$ cat src/rtl/da_rr_scheduler_pkg.sv
// Shared definitions for the round-robin distributed-arithmetic scheduler:
// FSM state encoding and a constant-friendly ceiling log2.
package da_rr_scheduler_pkg;

  typedef enum logic [1:0] {
    ST_IDLE  = 2'd0,
    ST_LOAD  = 2'd1,
    ST_SHIFT = 2'd2,
    ST_DONE  = 2'd3
  } state_t;

  // Never returns less than 1 so that a 1-wide index still exists when value <= 2.
  function automatic int clog2(input int value);
    int r;
    r = 1;
    for (int i = 1; i < 32; i++) begin
      if ((1 << i) < value) r = i + 1;
    end
    return r;
  endfunction

endpackage

$ cat src/rtl/da_rr_scheduler_rr_arbiter.sv
// Combinational round-robin arbiter: grants the first requester found when
// scanning upward from rr_ptr+1, wrapping modulo N.
module rr_arbiter
  import da_rr_scheduler_pkg::*;
#(
  parameter int N = 4
)
(
  input  logic [N-1:0]          req,
  input  logic [clog2(N)-1:0]   rr_ptr,
  output logic [N-1:0]          grant,
  output logic [clog2(N)-1:0]   grant_idx,
  output logic                  any_req
);

  localparam int IW = clog2(N);

  int             pos;
  logic [IW-1:0]  idx;
  logic           found;

  always_comb begin
    grant     = '0;
    grant_idx = '0;
    any_req   = |req;
    found     = 1'b0;
    pos       = 0;
    idx       = '0;
    // i = N wraps back to rr_ptr itself, so the last winner is checked last.
    for (int i = 1; i <= N; i++) begin
      pos = int'(rr_ptr) + i;
      if (pos >= N) pos = pos - N;
      idx = IW'(pos);
      if (!found && req[idx]) begin
        found      = 1'b1;
        grant[idx] = 1'b1;
        grant_idx  = idx;
      end
    end
  end

endmodule

$ cat src/rtl/da_rr_scheduler.sv
// Shares one bit-serial DA datapath and its external LUT among N channels,
// serving them round-robin and emitting one tagged sum-of-products per job.
//
// state    | meaning
// ---------+-----------------------------------------------------------
// ST_IDLE  | waiting; on any req capture winner's taps, update rr_ptr
// ST_LOAD  | ack pulse to the captured channel, arm the bit counter
// ST_SHIFT | B shift-accumulate steps through the shared LUT
// ST_DONE  | publish y / y_chan with a one-cycle y_valid
module da_rr_scheduler
  import da_rr_scheduler_pkg::*;
#(
  parameter int N = 4,
  parameter int L = 3,
  parameter int B = 3,
  parameter int T = 3
)
(
  input  logic                  clk,
  input  logic                  reset,
  input  logic [N-1:0]          req,
  input  logic [N*L*B-1:0]      x_in,
  output logic [N-1:0]          ack,
  output logic [L-1:0]          table_in,
  input  logic [T-1:0]          table_out,
  output logic [B+T-1:0]        y,
  output logic                  y_valid,
  output logic [clog2(N)-1:0]   y_chan,
  output logic                  busy
);

  localparam int W  = B + T;
  localparam int IW = clog2(N);
  localparam int CW = clog2(B);

  state_t         state;
  logic [IW-1:0]  rr_ptr;
  logic [IW-1:0]  sel;
  logic [IW-1:0]  grant_idx;
  logic [N-1:0]   grant;
  logic           any_req;
  logic [B-1:0]   tap_q [L];
  logic [B-1:0]   tap_d [L];
  logic [W-1:0]   p;
  logic [CW-1:0]  cnt;

  rr_arbiter #(.N(N)) u_arb (
    .req       (req),
    .rr_ptr    (rr_ptr),
    .grant     (grant),
    .grant_idx (grant_idx),
    .any_req   (any_req)
  );

  always_comb begin
    for (int k = 0; k < L; k++) begin
      tap_d[k] = '0;
      for (int c = 0; c < N; c++) begin
        if (grant_idx == IW'(c)) tap_d[k] = x_in[(c*L + k)*B +: B];
      end
    end
  end

  always_comb begin
    for (int k = 0; k < L; k++) table_in[k] = tap_q[k][0];
  end

  always_ff @(posedge clk or posedge reset) begin
    if (reset) begin
      state   <= ST_IDLE;
      ack     <= '0;
      y       <= '0;
      y_valid <= 1'b0;
      y_chan  <= '0;
      busy    <= 1'b0;
      p       <= '0;
      cnt     <= '0;
      rr_ptr  <= IW'(N - 1);
      sel     <= '0;
      for (int k = 0; k < L; k++) tap_q[k] <= '0;
    end else begin
      ack     <= '0;
      y_valid <= 1'b0;
      case (state)
        ST_IDLE: begin
          if (any_req) begin
            for (int k = 0; k < L; k++) tap_q[k] <= tap_d[k];
            p      <= '0;
            sel    <= grant_idx;
            rr_ptr <= grant_idx;
            ack    <= grant;
            busy   <= 1'b1;
            state  <= ST_LOAD;
          end
        end
        ST_LOAD: begin
          cnt   <= CW'(B - 1);
          state <= ST_SHIFT;
        end
        ST_SHIFT: begin
          // LSB-first bits: each step halves the partial sum and adds the
          // new LUT term at the MSB weight.
          p <= (p >> 1) + (W'(table_out) << (B - 1));
          for (int k = 0; k < L; k++) tap_q[k] <= tap_q[k] >> 1;
          if (cnt == '0) state <= ST_DONE;
          else           cnt   <= cnt - 1'b1;
        end
        ST_DONE: begin
          y       <= p;
          y_chan  <= sel;
          y_valid <= 1'b1;
          busy    <= 1'b0;
          state   <= ST_IDLE;
        end
        default: state <= ST_IDLE;
      endcase
    end
  end

endmodule
$ cat config.mk
export PLATFORM = sky130hd
export DESIGN_NAME = da_rr_scheduler
export DESIGN_NICKNAME = d
export VERILOG_FILES = /design/src/rtl/da_rr_scheduler_pkg.sv /design/src/rtl/da_rr_scheduler_rr_arbiter.sv /design/src/rtl/da_rr_scheduler.sv
export SDC_FILE = /design/constraint.sdc
export NUM_CORES = 1
export LEC_CHECK = 0
export CORE_ASPECT_RATIO = 2
export CORE_UTILIZATION = 41
export DETAILED_ROUTE_END_ITERATION = 8
export PLACE_DENSITY_LB_ADDON = 0.05
export SETUP_SLACK_MARGIN = 0.5
export SLEW_MARGIN = 10
export SYNTH_ARGS = -nofsm -noshare
export SYNTH_HDL_FRONTEND = slang
export SYNTH_HIERARCHICAL = 1
export SYNTH_SLANG_ARGS = --single-unit
$ cat constraint.sdc
create_clock -name clk -period 9.4 [get_ports clk]
set_input_delay 1.41 -clock clk [delete_from_list [all_inputs] [get_ports clk]]
set_output_delay 1.41 -clock clk [all_outputs]
set_load 0.005 [all_outputs]
==> impl_metrics.tcl <==
set metrics [dict create \
    grt_use_total 0.4428 \
    synth_compound_area_frac 0.1686 \
    slew_violations 0 \
    cts.path.max_buffers 2 \
    die_w_um 132.8 \
    cts_resized 0 \
    first_iter_violations 1591 \
    dieHeight_um 263.5 \
    p_clk_frac 0.122 \
    cts_buffers 17 \
    endpoint_kind "register" \
    tightest_slew_ns 1.316 \
    htree_levels 4 \
    share_seq_of_total_power 0.187 \
    synthTopCellsByArea "dfrtp_1 22%, xnor2_1 7.6%, mux2_2 6.3%, nand2_1 3.9%, xor2_1 3.8%" \
    design.portCount 92 \
    initial_utilization 0.4168 \
    start_kind "register" \
    outcome "completed" \
    maxCapViolCount 0 \
    synth_most_common_cell "nand2_1" \
    ys_ff_latch 127 \
    ys.flop_type "dfrtp_1" \
    grt_overflow_total 0 \
    crit_required_ns 9.75 \
    drt_wl_total_um 76620 \
    portBuffers 91 \
    die_area_um2 34980 \
    hold_class "register to register" \
    vdd_drop_max_v 0.0003182 \
    gp_congestion 1.100 \
    ys_warn_count 6 \
    path_max_fanout 23 \
    power_frac_comb 0.691 \
    leakage_nw 5.757 \
    min_period_ns 8.406 \
    syn_inst 1718 \
    ys_seq_area_frac 0.2269 \
    fin_setup_tns_ns 0 \
    synth_xor_area_frac 0.1137 \
    rsz0062_at_grt "false" \
    critPathArrivalTime_ns 8.75 \
    intPower_mw 2.677 \
    area_growth_pct 13.04 \
    synth_simple_gate_area_share 0.3373 \
    cts_tree "yes" \
    relSlewSlack 0.1163 \
    synth_mux_area_frac 0.07515 \
    synth.distinct_cells 107 \
    via_per_inst 7.098 \
    synth_top_family_by_area "simple AND/OR/NAND/NOR gates" \
    drc_errors 0 \
    wl_per_cell_um 34.76 \
    synth_top_cell_area_share 0.2231 \
    placed_area_um2 15190 \
    period_share 0.8942 \
    syn_area_per_cell_um2 8.160 \
    max_freq_mhz 119.0 \
    finalHoldViolCount 0 \
    path_clk_slew_ns 0.06 \
    final_cell_area_um2 15850 \
    powerDensity_nw_per_um2 395.0 \
    layout-drive-gt1-share 0.1317 \
    p_switching_mw 3.582 \
    finClkSkew_ns 0.01696 \
    clk_latency_ns 0.45 \
    path_class "register to register" \
    vias 15650 \
    post-cts-setup-buffers 0 \
    setup_viol 0 \
    nNetsFinal 1823 \
    core.rowCount 95 \
    grt_pass1_wl_um 109900 \
    synthTopCellsByCount "146 x nand2_1, 125 x dfrtp_1, 121 x xnor2_1" \
    antenna_left 0 \
    root_buffer "clkbuf_16" \
    synth_fa_ha_area_frac 0.02463 \
    synth_largest_area_cell "dfrtp_1" \
    antenna_found_initial 8 \
    clock-sinks 127 \
    firstDrtPassIters 6 \
    hold_buffers 0 \
    synth.cell_area_um2 14020 \
    place_hpwl_um 57670 \
    grt_max_degree 72 \
    grt_pass1_vias 15500 \
    synth_edf_count 0 \
    synth_nets 1790 \
    swShare 0.5723 \
    async_flop_share 1.000 \
    core_area_um2 33640 \
]
==> through the flow <==
step                setup slack (ns)  std cells  total power, mW  hold slack [ns]  utilization
finish                        0.9944       2204            6.259           0.4814       0.4711
global route                  0.8189       2200            6.475           0.5083       0.4708
CTS                            1.285       2198            5.993           0.4803       0.4707
detailed placement             1.368       2168            5.206           0.4722       0.4514
global placement               1.435       2168            5.206           0.4645       0.4514
floorplan                      3.689       1718            3.633           0.4414            -
==> cells by family after synthesis <==
family,after synthesis
simple gates,798
compound gates,335
flops,127
xor+xnor,182
buf+inv,156
fa+ha+maj,27
mux,93
==> final timing paths <==
path	start	endpoint	slack, ns	cells after the start
max	rr_ptr[3]	tap_q[4]	0.99	18
min	cnt[31]	cnt[31]	0.48	1
max reg2reg	rr_ptr[3]	tap_q[4]	0.99	18
min reg2reg	cnt[31]	cnt[31]	0.48	1
max in group asynchronous	reset	cnt[5]	6.62	3
min in group asynchronous	reset	y[2]	1.40	2
==> power by group through the flow <==
stage | clock network (mW) | logic [mW] | registers (mW)
after floorplan | 0 | 2.71 | 0.924
after global placement | 0 | 4.06 | 1.15
after detailed placement | 0 | 4.05 | 1.16
after CTS | 0.774 | 4.07 | 1.15
after global routing | 0.799 | 4.48 | 1.19
final | 0.765 | 4.32 | 1.17
==> critical path: stages (launching register included) <==
cell and delay [ns]:
dfrtp_1 0.82, ha_1 0.64, nand4_1 0.73, nor4_1 0.53
xnor2_1 0.23, nor4b_1 0.84, nand4_1 0.40, nor4_4 0.48
a21o_2 0.45, nand2_1 0.19, or3_1 0.35, xnor2_1 0.49
o21ai_0 0.23, nor4_1 0.65, nand4_1 0.36, nor4_1 0.36
buf_4 0.22, o221ai_1 0.14, o21ai_0 0.20
==> final cells by class <==
class	count	area [µm²]
Multi-Input combinational cell	1435	10090
Timing Repair Buffer	132	1219
Inverter	38	147.6
Clock buffer	18	439.2
Antenna cell	6	15.01
Tap cell	436	545.5
Clock inverter	12	207.7
Sequential cell	127	3181
Fill cell	3334	17790
==> sequential cells by signal (all words and copies together), names as in the netlist, 2 cells and up <==
name      flops
y             6
table_in      3
sel           2
y_chan       32
state         2
tap_q         6
cnt          32
rr_ptr       32
ack           4
p             6
==> cell usage in the layout, fill, tap and decap left out, drive strengths merged, types with 43 or more instances in the layout <==
cell type      count
o21ai             82
or4               51
nor2             102
mux2              78
nand4             69
a21oi             49
dfrtp            125
or3               43
nand3             73
nor4              93
clkdlybuf4s50     91
xnor2            121
nor3              72
nand2            146
xor2              61
==> metal layers <==
layer	track usage	vias up	wire, µm
li1	-	6636	-
met1	0.4204	7542	24290
met2	0.7455	1008	36740
met3	0.1340	455	6287
met4	0.4340	4	9276
met5	0	-	31
Power figures use the tool's default switching activity.
